**config.mk**
```make
export PLATFORM = sky130hd
export DESIGN_NAME = seq_shift_add_multiplier
export DESIGN_NICKNAME = d
export VERILOG_FILES = /design/src/rtl/mult_pkg.sv /design/src/rtl/mult_add_step.sv /design/src/rtl/seq_shift_add_multiplier.sv
export SDC_FILE = /design/constraint.sdc
export NUM_CORES = 1
export LEC_CHECK = 0
export ABC_AREA = 1
export ABC_CLOCK_PERIOD_IN_PS = 2280
export BUFFER_PORTS_ARGS = -buffer_cell sky130_fd_sc_hd__buf_4
export CAP_MARGIN = 20
export CORE_ASPECT_RATIO = 0.75
export CORE_MARGIN = 3
export CORE_UTILIZATION = 54
export CTS_CLUSTER_SIZE = 12
export DETAILED_ROUTE_END_ITERATION = 6
export MAX_ROUTING_LAYER = met4
export PLACE_DENSITY_LB_ADDON = 0.25
export SYNTH_ARGS = -nofsm -noshare
export SYNTH_HDL_FRONTEND = slang
export SYNTH_SLANG_ARGS = --single-unit
```
**constraint.sdc**
```tcl
create_clock -name clk -period 2.28 [get_ports clk]
set_input_delay 0.228 -clock clk [delete_from_list [all_inputs] [get_ports clk]]
set_output_delay 0.228 -clock clk [all_outputs]
set_load 0.1 [all_outputs]
```
**src/rtl/mult_pkg.sv**
```systemverilog
// mult_pkg: shared FSM encoding and counter sizing for seq_shift_add_multiplier
package mult_pkg;
    typedef enum logic [1:0] {IDLE = 2'd0, RUN = 2'd1, DONE = 2'd2} state_t;
    function automatic int cnt_w(input int qw);
        return $clog2(qw + 1);
    endfunction
endpackage

```
**src/rtl/mult_add_step.sv**
```systemverilog
// mult_add_step: one add-then-shift iteration on {carry,A,Q}; subtract on last step only when SHIFT_ADD_SIGNED_EN is defined
module mult_add_step
    import mult_pkg::*;
#(
    parameter int MW = 4,
    parameter int QW = 3
) (
    input  logic [MW+QW:0] caq_i,
    input  logic [MW-1:0]  mcand_i,
    input  logic           last_iter_i,
    output logic [MW+QW:0] caq_o
);
`ifdef SHIFT_ADD_SIGNED_EN
    localparam logic SGN = 1'b1;
`else
    localparam logic SGN = 1'b0;
`endif
    logic [MW:0] a_ext;
    logic [MW:0] m_ext;
    logic [MW:0] sum;
    logic        sub;
    // add (or subtract on the signed sign-bit step) when Q[0] is set, then shift right with sign or zero fill
    always_comb begin
        a_ext = caq_i[MW+QW:QW];
        m_ext = {SGN & mcand_i[MW-1], mcand_i};
        sub   = SGN & last_iter_i;
        sum   = !caq_i[0] ? a_ext : sub ? a_ext - m_ext : a_ext + m_ext;
        caq_o = {SGN & sum[MW], sum, caq_i[QW-1:1]};
    end
endmodule

```
**src/rtl/seq_shift_add_multiplier.sv**
```systemverilog
// seq_shift_add_multiplier: iterative shift-add multiplier, QW cycles per product; signed mode via SHIFT_ADD_SIGNED_EN
module seq_shift_add_multiplier
    import mult_pkg::*;
#(
    parameter int MW = 4,
    parameter int QW = 3
) (
    input  logic             clk,
    input  logic             rst_n,
    input  logic             start,
    input  logic [MW-1:0]    m,
    input  logic [QW-1:0]    q,
    output logic             busy,
    output logic             done,
    output logic [MW+QW-1:0] P
);
    localparam int CW = cnt_w(QW);
    state_t           state_q;
    logic [MW-1:0]    mcand_q;
    logic [MW+QW:0]   caq_q;
    logic [MW+QW:0]   caq_d;
    logic [CW-1:0]    cnt_q;
    logic [MW+QW-1:0] p_q;
    logic             busy_q;
    logic             done_q;
    logic             last_iter;

    assign last_iter = cnt_q == CW'(1);

    mult_add_step #(.MW(MW), .QW(QW)) u_step (
        .caq_i      (caq_q),
        .mcand_i    (mcand_q),
        .last_iter_i(last_iter),
        .caq_o      (caq_d)
    );

    // handshake FSM: accept in IDLE, iterate QW times in RUN, pulse done for one cycle in DONE
    always_ff @(posedge clk or negedge rst_n) begin
        if (!rst_n) begin
            state_q <= IDLE;
            mcand_q <= '0;
            caq_q   <= '0;
            cnt_q   <= '0;
            p_q     <= '0;
            busy_q  <= 1'b0;
            done_q  <= 1'b0;
        end else begin
            case (state_q)
                IDLE: if (start) begin
                    state_q <= RUN;
                    mcand_q <= m;
                    caq_q   <= {1'b0, {MW{1'b0}}, q};
                    cnt_q   <= CW'(QW);
                    busy_q  <= 1'b1;
                end
                RUN: begin
                    caq_q <= caq_d;
                    cnt_q <= cnt_q - CW'(1);
                    if (last_iter) begin
                        state_q <= DONE;
                        p_q     <= caq_d[MW+QW-1:0];
                        done_q  <= 1'b1;
                    end
                end
                DONE: begin
                    state_q <= IDLE;
                    busy_q  <= 1'b0;
                    done_q  <= 1'b0;
                end
                default: begin
                    state_q <= IDLE;
                    busy_q  <= 1'b0;
                    done_q  <= 1'b0;
                end
            endcase
        end
    end

    assign busy = busy_q;
    assign done = done_q;
    assign P    = p_q;
endmodule
```
==> results.cfg, run 1 <==
[finish]
antenna_cells = 0
drive_gt1_share_pct = 27.0
area_growth_pct = 18.2
nets = 154
most-common-layout-cells = 26 x nand2_1, 24 x dfrtp_1, 18 x buf_4, 10 x inv_1, 9 x o21ai_0
final_common_cell = nand2_1

[global_routing]
gr-usage-all-layers_pct = 19.7
grt_max_degree = 25
grt_pass1_wl_um = 3750
grt_pass1_vias = 874
gr-total-overflow = 0
grt_antenna_before_repair = 0

[setup_path]
cp.arrival_ns = 1.80
crit_fanout = 2
end_kind = register
start_kind = register
cp.required_ns = 2.49
r2r_slack_ns = 0.70
criticalPathCategory = register to register

[floorplanning]
initial_core_util_pct = 61.4
die_x_um = 59.3
die-area_um2 = 2720
io_pins = 19
fp-row-count = 13
design.core.area_um2 = 1870
die_h_um = 45.9

[routing]
routedWlPerCell_um = 13.8
drt_iter0_drc = 24
viasPerCell = 5.36
antenna_left = 0
detail_route.first_pass.iterations = 4
drc = 0
drt_wl_total_um = 2200
num_vias = 852

[flow_run]
maxCapViolations = 0

[synthesis]
synth_cell_types = 22
synth_seq_area_share_pct = 52.3
async_flop_share_pct = 100
syn-cell-area_um2 = 1150
ys_ff_latch = 24
avgSynthCellArea_um2 = 9.90
synth.top_cell.area_share_pct = 52.3
synthFlopType = dfrtp_1
synth_area_leaders = dfrtp_1 52%, nand2_1 8.5%, ha_1 5.4%, o21ai_0 3.9%, inv_1 3.3%
synth_edf_count = 0
yosys.area.top_type = dfrtp_1
postSynthCellCount = 116
yosysWarnings = 0
syn_nets = 132

[sta]
rsz0062_at_grt = false
period_minus_slack_ns = 1.58
setup_viol = 0
relSlewSlack_pct = 77.5
drv_slew = 0
fin_crit_sh_pct = 69.4
fmax_ghz = 0.632
finalClockSkew_ns = 0.0105
worst_pin_slew_ns = 0.334
setup-tns-final_ns = 0
hold_violations = 0

[clocking]
cts_sinks = 24
htreeDepth = 1
post_cts_resized = 0
cts_buffers = 3
cts_setup_buffers = 0
cts-root-buf = clkbuf_4
tritoncts = yes
clk_latency_ns = 0.32
clk_pin_slew_ns = 0.14
ctsLongestPathBuffers = 2

[hold_path]
worstHoldPathType = input pin to register

[placed_design]
port_buffers = 18
routabilityCongestion = 0.821
hpwlAfterDp_um = 1630

[run_status]
status = complete, no violations
## Yosys cell counts (all sizes together), types with 2 or more instances
| cell type | n |
|---|---|
| o21ai | 16 |
| mux2 | 3 |
| nand3 | 7 |
| a21oi | 5 |
| o22ai | 4 |
| nand2 | 27 |
| nor2 | 6 |
| ha | 5 |
| inv | 14 |
| buf | 2 |
| dfrtp | 24 |
## sequential cells by signal, indices dropped and copies added, names as in the netlist
signal / flops
caq_q: 7
state_q: 2
mcand_q: 4
cnt_q: 2
busy: 1
done: 1
P: 7
## what timing repair did
item / CTS / global route
endpoints found under the setup margin: 0 / 0
hold buffers: 1 / 0
hold endpoints to repair: 24 / 0
## per-stage QoR
step	setup slack, ns	util, %	hold slack [ns]	area (um^2)	instances
detailed placement	0.745	69.2	0.141	1290	154
CTS	0.707	72.6	0.125	1360	159
global placement	0.773	69.2	0.140	1290	154
floorplan	0.879	-	-0.0676	1150	116
finish	0.697	72.6	0.135	1360	159
global route	0.588	72.6	0.119	1360	159
## worst max-delay path: stages, from the launching register on
cell and delay, ns:
dfrtp_1 0.38, ha_1 0.17, inv_1 0.05, fa_1 0.41, xor2_1 0.17, nand2_1 0.06
o21ai_0 0.12, o22ai_1 0.11
## metal layers
layer / up-vias / global-route usage (%) / share of wire (%)
li1: 425 / - / -
met3: 5 / 5.10 / 5.9
met1: 394 / 24.5 / 45
met2: 28 / 31.6 / 48
met4: 0 / 6.33 / 1.0
met5: - / - / 0
## cells by family after synthesis
| logic type | synth area share [%] |
|---|---|
| buf+inv | 5.99 |
| mux | 2.94 |
| compound gates | 13.3 |
| simple gates | 17.5 |
| fa+ha+maj | 7.19 |
| xor+xnor | 0.763 |
| flops | 52.3 |
## area by class of cell
| type | count | area, um^2 |
|---|---|---|
| multi-input cells | 76 | 479 |
| clock buffers | 3 | 22.5 |
| inverters | 14 | 52.6 |
| repair buffers | 19 | 145 |
| flip-flops and latches | 24 | 601 |
| fillers | 143 | 513 |
| well taps | 22 | 27.5 |
| clock inverters | 1 | 30.0 |
## path summary, 6_finish.rpt
check                           startpoint    endpoint  depth (start not counted)
max in group asynchronous            rst_n    caq_q[6]                          2
worst min register to register        P[1]        P[1]                          2
worst max-delay path            mcand_q[0]    caq_q[4]                          7
worst min-delay path                  m[3]  mcand_q[3]                          2
min in group asynchronous            rst_n        P[3]                          2
worst max register to register  mcand_q[0]    caq_q[4]                          7
Power of run 1 is not shown: default switching activity piles up to over one toggle a cycle in this logic, so the estimate is an artifact.
==> run 2: changes to the inputs <==
--- a/config.mk
+++ b/config.mk
@@ -6,12 +6,12 @@
 export NUM_CORES = 1
 export LEC_CHECK = 0
 export ABC_AREA = 1
-export ABC_CLOCK_PERIOD_IN_PS = 2280
+export ABC_CLOCK_PERIOD_IN_PS = 1300
 export BUFFER_PORTS_ARGS = -buffer_cell sky130_fd_sc_hd__buf_4
 export CAP_MARGIN = 20
 export CORE_ASPECT_RATIO = 0.75
 export CORE_MARGIN = 3
-export CORE_UTILIZATION = 54
+export CORE_UTILIZATION = 49
 export CTS_CLUSTER_SIZE = 12
 export DETAILED_ROUTE_END_ITERATION = 6
 export MAX_ROUTING_LAYER = met4
==> constraint.sdc (replaced) <==
create_clock -name clk -period 1.3 [get_ports clk]
set_input_delay 0.13 -clock clk [delete_from_list [all_inputs] [get_ports clk]]
set_output_delay 0.13 -clock clk [all_outputs]
set_load 0.1 [all_outputs]
==> results.cfg, run 2 (synthesis gave the netlist of run 1 again) <==
[routing]
viasPerCell = 5.02
routedWlPerCell_um = 13.4
drc = 0
drt_iter0_drc = 33
drt_wl_total_um = 2300
num_vias = 863
antenna_left = 0
detail_route.first_pass.iterations = 4

[placed_design]
dp_slack_ns = -0.181
port_buffers = 18
routabilityCongestion = 0.776
hpwlAfterDp_um = 1680
dp.cells = 167

[clocking]
clk_latency_ns = 0.32
clk_pin_slew_ns = 0.14
htreeDepth = 1
cts_buffers = 3
cts_sinks = 24
ctsLongestPathBuffers = 2
tritoncts = yes
cts-root-buf = clkbuf_4

[global_routing]
gr-usage-all-layers_pct = 18.5
gr-total-overflow = 0
grt_antenna_before_repair = 0
grt_pass1_wl_um = 3750
grt_pass1_vias = 828
grt_max_degree = 25

[finish]
most-common-layout-cells = 26 x nand2_1, 24 x dfrtp_1, 21 x buf_4, 9 x inv_1, 6 x nand3_1
drive_gt1_share_pct = 32.9
stdcell_count = 172
antenna_cells = 0
nets = 157
area_growth_pct = 24.3
final_common_cell = nand2_1

[run_status]
status = finished with violations
violations = setup timing

[setup_path]
end_kind = register
crit_fanout = 2
cp.required_ns = 1.55
cp.arrival_ns = 1.73
criticalPathCategory = register to register
start_kind = register

[sta]
setup_viol = 8
relSlewSlack_pct = 78.3
finalClockSkew_ns = 0.0183
fmax_ghz = 0.677
worst_pin_slew_ns = 0.325
fin_crit_sh_pct = 114
rsz0062_at_grt = true
setup_ws_ns = -0.177
hold_violations = 0
period_minus_slack_ns = 1.48
drv_slew = 0
setup-tns-final_ns = -0.804

[floorplanning]
die_h_um = 47.9
initial_core_util_pct = 54.2
die-area_um2 = 2970
design.core.area_um2 = 2120
fp-row-count = 14
die_x_um = 61.9
io_pins = 19

[hold_path]
worstHoldPathType = input pin to register

[flow_run]
maxCapViolations = 0
[run 2: cell count changes in the layout (fill, tap and decap cells not counted), sizes merged]
cell / previous run / this run
buf: 18 / 21
[run 2: final cells by class]
class                   count  area [um^2]
flip-flops and latches     24          601
inverters                  14         52.6
repair buffers             22          168
clock buffers               3         22.5
well taps                  32         40.0
clock inverters             1         30.0
multi-input cells          76          514
fillers                   169          692
[run 2: timing repair]
action,CTS,global route
gates resized for setup,4,1
buffers inserted,0,0
endpoints found under the setup margin,8,8
hold endpoints to repair,24,0
pin swaps,1,4
hold buffers,1,0
[run 2: worst paths after layout]
kind                         endpoint      from  slack (ns)  cells past startpoint
setup / recovery             caq_q[3]  caq_q[3]       -0.18                      6
hold / removal             mcand_q[0]      m[0]        0.04                      2
setup reg to reg             caq_q[3]  caq_q[3]       -0.18                      6
hold reg to reg                  P[5]      P[5]        0.50                      2
max in group asynchronous  mcand_q[2]     rst_n        0.83                      2
min in group asynchronous  mcand_q[1]     rst_n        0.22                      2
[run 2: worst max-delay path, stage by stage, from the launching register on]
cell     delay (ns)
dfrtp_1        0.43
ha_4           0.18
inv_2          0.05
fa_2           0.42
nand2_1        0.08
o21ai_2        0.07
o22ai_1        0.17
[run 2: stage by stage]
| step | hold slack, ns | instance area [um^2] | utilization [%] |
|---|---|---|---|
| 6_report | 0.0385 | 1430 | 67.4 |
| 5_1_grt | 0.0210 | 1430 | 67.4 |
| 4_1_cts | 0.0361 | 1420 | 66.9 |
| 3_5_place_dp | 0.0424 | 1340 | 63.2 |
| 3_3_place_gp | 0.0449 | 1340 | 63.2 |
| 2_1_floorplan | -0.166 | 1160 | - |
[run 2: layer usage]
layer	track usage, %	up-vias	part of all wire, %
met3	5.12	2	6.1
met1	25.0	406	45
met5	-	-	0
met2	28.0	27	48
li1	-	428	-
met4	4.24	0	1.2
Power of run 2 is left out for the same reason.
